### src/rtl/xor_arbiter_if.sv
// Requester/result bus of the two-requester XOR arbiter.
// The slave modport is the arbiter side; master is the requester/sink side.
interface xor_arbiter_if #(
    parameter int unsigned LEN_W = 4
);
    localparam int unsigned DATA_W = 32;

    logic              req0_i;
    logic              req1_i;
    logic [LEN_W-1:0]  len0_i;
    logic [LEN_W-1:0]  len1_i;
    logic [DATA_W-1:0] a0_i;
    logic [DATA_W-1:0] b0_i;
    logic [DATA_W-1:0] a1_i;
    logic [DATA_W-1:0] b1_i;
    logic              gnt0_o;
    logic              gnt1_o;
    logic [DATA_W-1:0] res_o;
    logic              res_valid_o;
    logic              res_id_o;
    logic              res_last_o;
    logic              res_ready_i;
    logic              busy_o;

    modport slave (
        input  req0_i, req1_i, len0_i, len1_i, a0_i, b0_i, a1_i, b1_i, res_ready_i,
        output gnt0_o, gnt1_o, res_o, res_valid_o, res_id_o, res_last_o, busy_o
    );

    modport master (
        output req0_i, req1_i, len0_i, len1_i, a0_i, b0_i, a1_i, b1_i, res_ready_i,
        input  gnt0_o, gnt1_o, res_o, res_valid_o, res_id_o, res_last_o, busy_o
    );
endinterface

### src/rtl/xor_arbiter.sv
// Two-requester burst arbiter: grants whole bursts round-robin on contention and
// returns a registered a^b word per consumed operand pair.
module xor_arbiter #(
    parameter int unsigned LEN_W = 4
) (
    input  logic         clk_i,
    input  logic         rst_i,
    xor_arbiter_if.slave bus
);
    localparam int unsigned DATA_W = 32;

    typedef enum logic {
        IDLE  = 1'b0,
        BURST = 1'b1
    } state_e;

    state_e             state_q, state_d;
    logic               owner_q, owner_d;
    logic               prio_q, prio_d;
    logic [LEN_W-1:0]   rem_q, rem_d;
    logic [DATA_W-1:0]  res_q, res_d;
    logic               valid_q, valid_d;
    logic               id_q, id_d;
    logic               last_q, last_d;
    logic               owner_req;
    logic               consume;

    // A word is taken when the owner presents one and the output slot is free or draining.
    always_comb begin
        owner_req = owner_q ? bus.req1_i : bus.req0_i;
        consume   = (state_q == BURST) && owner_req && (!valid_q || bus.res_ready_i) && !rst_i;
    end

    always_ff @(posedge clk_i) begin
        if (rst_i) begin
            state_q <= IDLE;
            owner_q <= 1'b0;
            prio_q  <= 1'b0;
            rem_q   <= '0;
            res_q   <= '0;
            valid_q <= 1'b0;
            id_q    <= 1'b0;
            last_q  <= 1'b0;
        end else begin
            state_q <= state_d;
            owner_q <= owner_d;
            prio_q  <= prio_d;
            rem_q   <= rem_d;
            res_q   <= res_d;
            valid_q <= valid_d;
            id_q    <= id_d;
            last_q  <= last_d;
        end
    end

    // Arbitration and burst sequencing.
    always_comb begin
        state_d = state_q;
        owner_d = owner_q;
        prio_d  = prio_q;
        rem_d   = rem_q;
        unique case (state_q)
            IDLE: begin
                if (bus.req0_i || bus.req1_i) begin
                    owner_d = (bus.req0_i && bus.req1_i) ? prio_q : bus.req1_i;
                    rem_d   = owner_d ? bus.len1_i : bus.len0_i;
                    state_d = BURST;
                end
            end
            BURST: begin
                if (consume) begin
                    if (rem_q == '0) begin
                        state_d = IDLE;
                        prio_d  = ~owner_q;
                    end else begin
                        rem_d = rem_q - LEN_W'(1);
                    end
                end
            end
            default: state_d = IDLE;
        endcase
    end

    // Result slot: a new word replaces the old one in the same cycle it is accepted.
    always_comb begin
        res_d   = res_q;
        valid_d = valid_q;
        id_d    = id_q;
        last_d  = last_q;
        if (consume) begin
            res_d   = owner_q ? (bus.a1_i ^ bus.b1_i) : (bus.a0_i ^ bus.b0_i);
            valid_d = 1'b1;
            id_d    = owner_q;
            last_d  = (rem_q == '0);
        end else if (valid_q && bus.res_ready_i) begin
            valid_d = 1'b0;
        end
    end

    assign bus.gnt0_o      = consume && !owner_q;
    assign bus.gnt1_o      = consume && owner_q;
    assign bus.busy_o      = (state_q == BURST) && !rst_i;
    assign bus.res_o       = res_q;
    assign bus.res_valid_o = valid_q;
    assign bus.res_id_o    = id_q;
    assign bus.res_last_o  = last_q;
endmodule
### src/flat_wrapper.sv
// flat-port wrapper written by rule: the top's interface ports become plain ports
module xor_arbiter_flat 
#(
    parameter int unsigned LEN_W = 4
)
  (clk_i, rst_i, bus_req0_i, bus_req1_i, bus_len0_i, bus_len1_i, bus_a0_i, bus_b0_i, bus_a1_i, bus_b1_i, bus_res_ready_i, bus_gnt0_o, bus_gnt1_o, bus_res_o, bus_res_valid_o, bus_res_id_o, bus_res_last_o, bus_busy_o);
  xor_arbiter_if #(.LEN_W(LEN_W)) bus_i ();
  input  logic clk_i;
  input  logic rst_i;
  input wire logic [$bits(bus_i.req0_i)-1:0] bus_req0_i;
  input wire logic [$bits(bus_i.req1_i)-1:0] bus_req1_i;
  input wire logic [$bits(bus_i.len0_i)-1:0] bus_len0_i;
  input wire logic [$bits(bus_i.len1_i)-1:0] bus_len1_i;
  input wire logic [$bits(bus_i.a0_i)-1:0] bus_a0_i;
  input wire logic [$bits(bus_i.b0_i)-1:0] bus_b0_i;
  input wire logic [$bits(bus_i.a1_i)-1:0] bus_a1_i;
  input wire logic [$bits(bus_i.b1_i)-1:0] bus_b1_i;
  input wire logic [$bits(bus_i.res_ready_i)-1:0] bus_res_ready_i;
  output wire logic [$bits(bus_i.gnt0_o)-1:0] bus_gnt0_o;
  output wire logic [$bits(bus_i.gnt1_o)-1:0] bus_gnt1_o;
  output wire logic [$bits(bus_i.res_o)-1:0] bus_res_o;
  output wire logic [$bits(bus_i.res_valid_o)-1:0] bus_res_valid_o;
  output wire logic [$bits(bus_i.res_id_o)-1:0] bus_res_id_o;
  output wire logic [$bits(bus_i.res_last_o)-1:0] bus_res_last_o;
  output wire logic [$bits(bus_i.busy_o)-1:0] bus_busy_o;
  assign bus_i.req0_i = bus_req0_i;
  assign bus_i.req1_i = bus_req1_i;
  assign bus_i.len0_i = bus_len0_i;
  assign bus_i.len1_i = bus_len1_i;
  assign bus_i.a0_i = bus_a0_i;
  assign bus_i.b0_i = bus_b0_i;
  assign bus_i.a1_i = bus_a1_i;
  assign bus_i.b1_i = bus_b1_i;
  assign bus_i.res_ready_i = bus_res_ready_i;
  assign bus_gnt0_o = bus_i.gnt0_o;
  assign bus_gnt1_o = bus_i.gnt1_o;
  assign bus_res_o = bus_i.res_o;
  assign bus_res_valid_o = bus_i.res_valid_o;
  assign bus_res_id_o = bus_i.res_id_o;
  assign bus_res_last_o = bus_i.res_last_o;
  assign bus_busy_o = bus_i.busy_o;
  xor_arbiter #(.LEN_W(LEN_W)) u_core (.clk_i(clk_i), .rst_i(rst_i), .bus(bus_i));
endmodule
### config.mk
export PLATFORM = sky130hd
export DESIGN_NAME = xor_arbiter_flat
export DESIGN_NICKNAME = d
export VERILOG_FILES = /design/src/rtl/xor_arbiter_if.sv /design/src/rtl/xor_arbiter.sv /design/src/flat_wrapper.sv
export SDC_FILE = /design/constraint.sdc
export NUM_CORES = 1
export LEC_CHECK = 0
export BUFFER_PORTS_ARGS = -buffer_cell sky130_fd_sc_hd__buf_2
export CORE_MARGIN = 4
export CORE_UTILIZATION = 41
export DETAILED_ROUTE_END_ITERATION = 7
export PLACE_DENSITY_LB_ADDON = 0.3
export RECOVER_POWER = 100
export SETUP_SLACK_MARGIN = 0.05
export SLEW_MARGIN = 15
export SYNTH_ARGS = -nofsm -noshare
export SYNTH_HDL_FRONTEND = slang
export SYNTH_SLANG_ARGS = --single-unit
### constraint.sdc
create_clock -name clk_i -period 5 [get_ports clk_i]
set_input_delay 1 -clock clk_i [delete_from_list [all_inputs] [get_ports clk_i]]
set_output_delay 1 -clock clk_i [all_outputs]
set_load 0.05 [all_outputs]
==> implementation parameters <==
Parameter                              Value

Logic synthesis
  Fraction of the yosys area taken by sequential cells ... 0.323
  Proportion of netlist area held by the largest area contributor ... 0.323
  Most common library cells after synthesis ... sky130_fd_sc_hd__nand2_1 (66), sky130_fd_sc_hd__dfxtp_1 (42), sky130_fd_sc_hd__a21oi_1 (36), sky130_fd_sc_hd__o211ai_1 (34)
  Dominant cells by area after synthesis ... sky130_fd_sc_hd__dfxtp_1 (32%), sky130_fd_sc_hd__xnor2_1 (11%), sky130_fd_sc_hd__xor2_1 (11%)
  Flip-flop and latch count after synthesis ... 42
  Synth cell types ... 42
  Gate count of the mapped netlist ... 317
  Cell type with the highest aggregate area in the netlist ... sky130_fd_sc_hd__dfxtp_1
  Post-Synthesis Net Count ... 460
  EDFF count, synth ... 0
  Synthesis Warnings ... 0
  Average cell area after synthesis ... between 8 and 9 um^2
  Most instantiated flip-flop cell in the synthesis netlist ... sky130_fd_sc_hd__dfxtp_1
  Leading cell type by number of instances after synthesis ... sky130_fd_sc_hd__nand2_1
  Cell Area, Synth ... 2600 um^2
  Async set-reset flop share out of synthesis ... 0

Layout
  Final antenna diode count ... 0
  Signed area change from the synthesized netlist to the final layout ... 34.0%
  Area of all placed cells without fillers ... 3480 um^2
  Fin util ... 0.578
  Number of nets in the layout ... roughly 630
  Fraction of final layout cells sized beyond drive strength 1 ... 0.321

Clocking
  Number of setup buffers added after CTS ... 0
  Clk Tree Root Cell ... sky130_fd_sc_hd__clkbuf_8
  Quantity of hold-fixing buffers added after cts ... 0
  PostCTS Resize Cnt ... 0
  Clock insertion delay at the later pin of the skew report ... 280 ps
  CTS buffer count ... 5
  Clk pin slew, worst setup/hold paths ... 70 ps
  Worst-case clock buffer depth ... 2
  Htree depth ... 2
  TritonCTS clock tree ... yes
  Sinks on Clock Net ... 42

Routing
  Vias/cell ... between 4 and 5
  Violation count after the first detailed-routing iteration ... between 50 and 60
  Wire length per cell after detailed routing ... around 12 um
  DR DRC count ... 0
  Total iterations of the first detailed-routing run ... 4
  Total via count in the routed design ... about 2700
  Post-route antenna net violation count ... 0
  Total detailed-routing wirelength ... just under 7000 um

Run status
  Violated checks ... capacitance limit, slew limit
  Run status ... finished with violations

Floorplanning
  Starting density of the core ... 0.432
  Chip Width ... between 80 and 90 um
  Ports ... roughly 180
  Chip height ... ~88 um
  Core Area ... around 6000 um^2
  DIE AREA ... 7680 um^2
  Rows ... 28

STA
  Setup TNS ... 0 ps
  Final setup violation count ... 0
  Min Tclk post-route ... 3490 ps
  Final-report max-slew violation count ... 37
  Final worst clock skew ... around 5.6 ps
  Unrepaired setup endpoints after global routing ... false
  Ratio of final minimum period to clock period ... 0.698
  Final Hold Vio Count ... 0
  Headroom to the max-slew limit ... -0.0257
  Slew at the pin closest to its max-slew limit ... 1540 ps
  Achievable clock frequency ... 0.287 GHz
  Worst setup slack after layout ... roughly 1500 ps
  Hold Worst Slack ... between 400 and 500 ps

Setup path
  Worst setup path class ... primary input to flop
  Largest fanout of any net on the critical path ... between 40 and 50
  Worst setup EP type ... flop
  Crit path arrival time ... approximately 3700 ps
  Kind of start point of the critical path ... primary input
  Required time of the critical path ... approximately 5200 ps

Power and ir drop
  Share of power burned in the clock network ... 0.256
  Combinational Power Share ... 0.289
  IR drop worst, VDD ... 0.142 mV
  Cell Pwr Density ... about 230 nW/um^2
  Part of the power in registers ... 0.455
  Net switching power of the design ... approximately 270 uW
  Static power due to leakage ... 0.00146 uW
  Power Internal ... between 500 and 600 uW
  Share of total power consumed by net switching ... 0.326

Place
  Post-placement setup slack ... approximately 1800 ps
  Half-perimeter wire length after detailed placement ... 5470 um
  Instance area after placement ... around 3500 um^2
  Gp weighted congestion ... 0.787
  Count of input and output buffers ... between 150 and 200

Global route
  First-pass GRT wire length ... 10700 um
  Largest net degree at the start of global routing ... 69
  GR Util All Layers ... 0.170
  Number of global-route vias before repair ... 2539
  Global-route congestion overflow total ... 0
  Antenna violations before repair ... 0

Worst hold path
  Hold crit path type ... flop to flop

Run
  Maxcap violations ... 1
logic make-up (layout without fill, tap and decap cells):
family	after synthesis	count (layout)	synth area share
AO/OA/AOI/OAI	86	86	0.215
XOR/XNOR	64	64	0.215
adder cells (fa/ha/maj)	2	2	0.00962
buffers and inverters	28	194	0.0596
flip-flops	42	42	0.323
multiplexers	3	3	0.0135
AND/OR/NAND/NOR	92	92	0.163
critical path: stages:
cell                       delay [ps]
sky130_fd_sc_hd__buf_2            100
sky130_fd_sc_hd__buf_4            260
sky130_fd_sc_hd__nand2b_1         310
sky130_fd_sc_hd__nor3_4           200
sky130_fd_sc_hd__clkbuf_1        1130
sky130_fd_sc_hd__a21oi_1          290
sky130_fd_sc_hd__mux2_2           360
final cells by class:
class / count / area, um^2
timing repair buffer: 180 / 855
clock buffer: 5 / 68.8
fill: 606 / 2540
inverter: 6 / 22.5
tap: 75 / 93.8
sequential: 42 / 845
clock inverter: 3 / 21.3
multi-input combinational: 247 / 1580
layout by cell type (no fill, tap or decap), types with 3 or more instances in the layout:
cell / count
sky130_fd_sc_hd__buf_2: 140
sky130_fd_sc_hd__nand2_1: 66
sky130_fd_sc_hd__dfxtp_1: 41
sky130_fd_sc_hd__clkbuf_1: 39
sky130_fd_sc_hd__a21oi_1: 37
sky130_fd_sc_hd__o211ai_1: 34
sky130_fd_sc_hd__xor2_1: 32
sky130_fd_sc_hd__xnor2_1: 32
sky130_fd_sc_hd__nor2_1: 8
sky130_fd_sc_hd__inv_1: 6
sky130_fd_sc_hd__clkbuf_8: 5
sky130_fd_sc_hd__nor3_1: 3
registers in the layout, summed over array words and instances (netlist names):
register and count:
u_core.bus.res_o 32, u_core.rem_q 4, u_core.bus.res_id_o 1, u_core.bus.res_last_o 1, u_core.bus.res_valid_o 1, u_core.owner_q 1
u_core.prio_q 1, u_core.state_q 1
routing by layer:
metal | wire (um) | global-route usage | share of wire
met3 | 614 | 0.0461 | 0.090
met2 | 3700 | 0.329 | 0.54
met5 | 0 | 0 | 0
met1 | 2460 | 0.180 | 0.36
met4 | 66 | 0.0446 | 0.0097
power by group through the flow:
| stage | Combinational, uW | Clock (uW) | Sequential (uW) |
|---|---|---|---|
| floorplan | 124 | 0 | 411 |
| global placement | 241 | 0 | 379 |
| detailed placement | 247 | 0 | 380 |
| CTS | 247 | 220 | 372 |
| global route | 261 | 238 | 375 |
| finish | 236 | 209 | 372 |
final timing paths:
check                                                        from                                 to  slack [ps]  cells past startpoint
worst max register to register        u_core.owner_q$_SDFFE_PP0P_       u_core.rem_q[1]$_SDFFE_PP0P_        2030                      5
worst max-delay path                                        rst_i       u_core.rem_q[1]$_SDFFE_PP0P_        1510                      7
worst min register to register  u_core.bus.res_o[25]$_SDFFE_PP0N_  u_core.bus.res_o[25]$_SDFFE_PP0N_         460                      2
worst min-delay path            u_core.bus.res_o[25]$_SDFFE_PP0N_  u_core.bus.res_o[25]$_SDFFE_PP0N_         460                      2
per-stage QoR:
step | instances | total power, uW
floorplan | 317 | 535
global placement | 550 | 620
detailed placement | 550 | 626
CTS | 558 | 839
global route | 558 | 874
finish | 558 | 817
(Power assumes the default switching activity.)
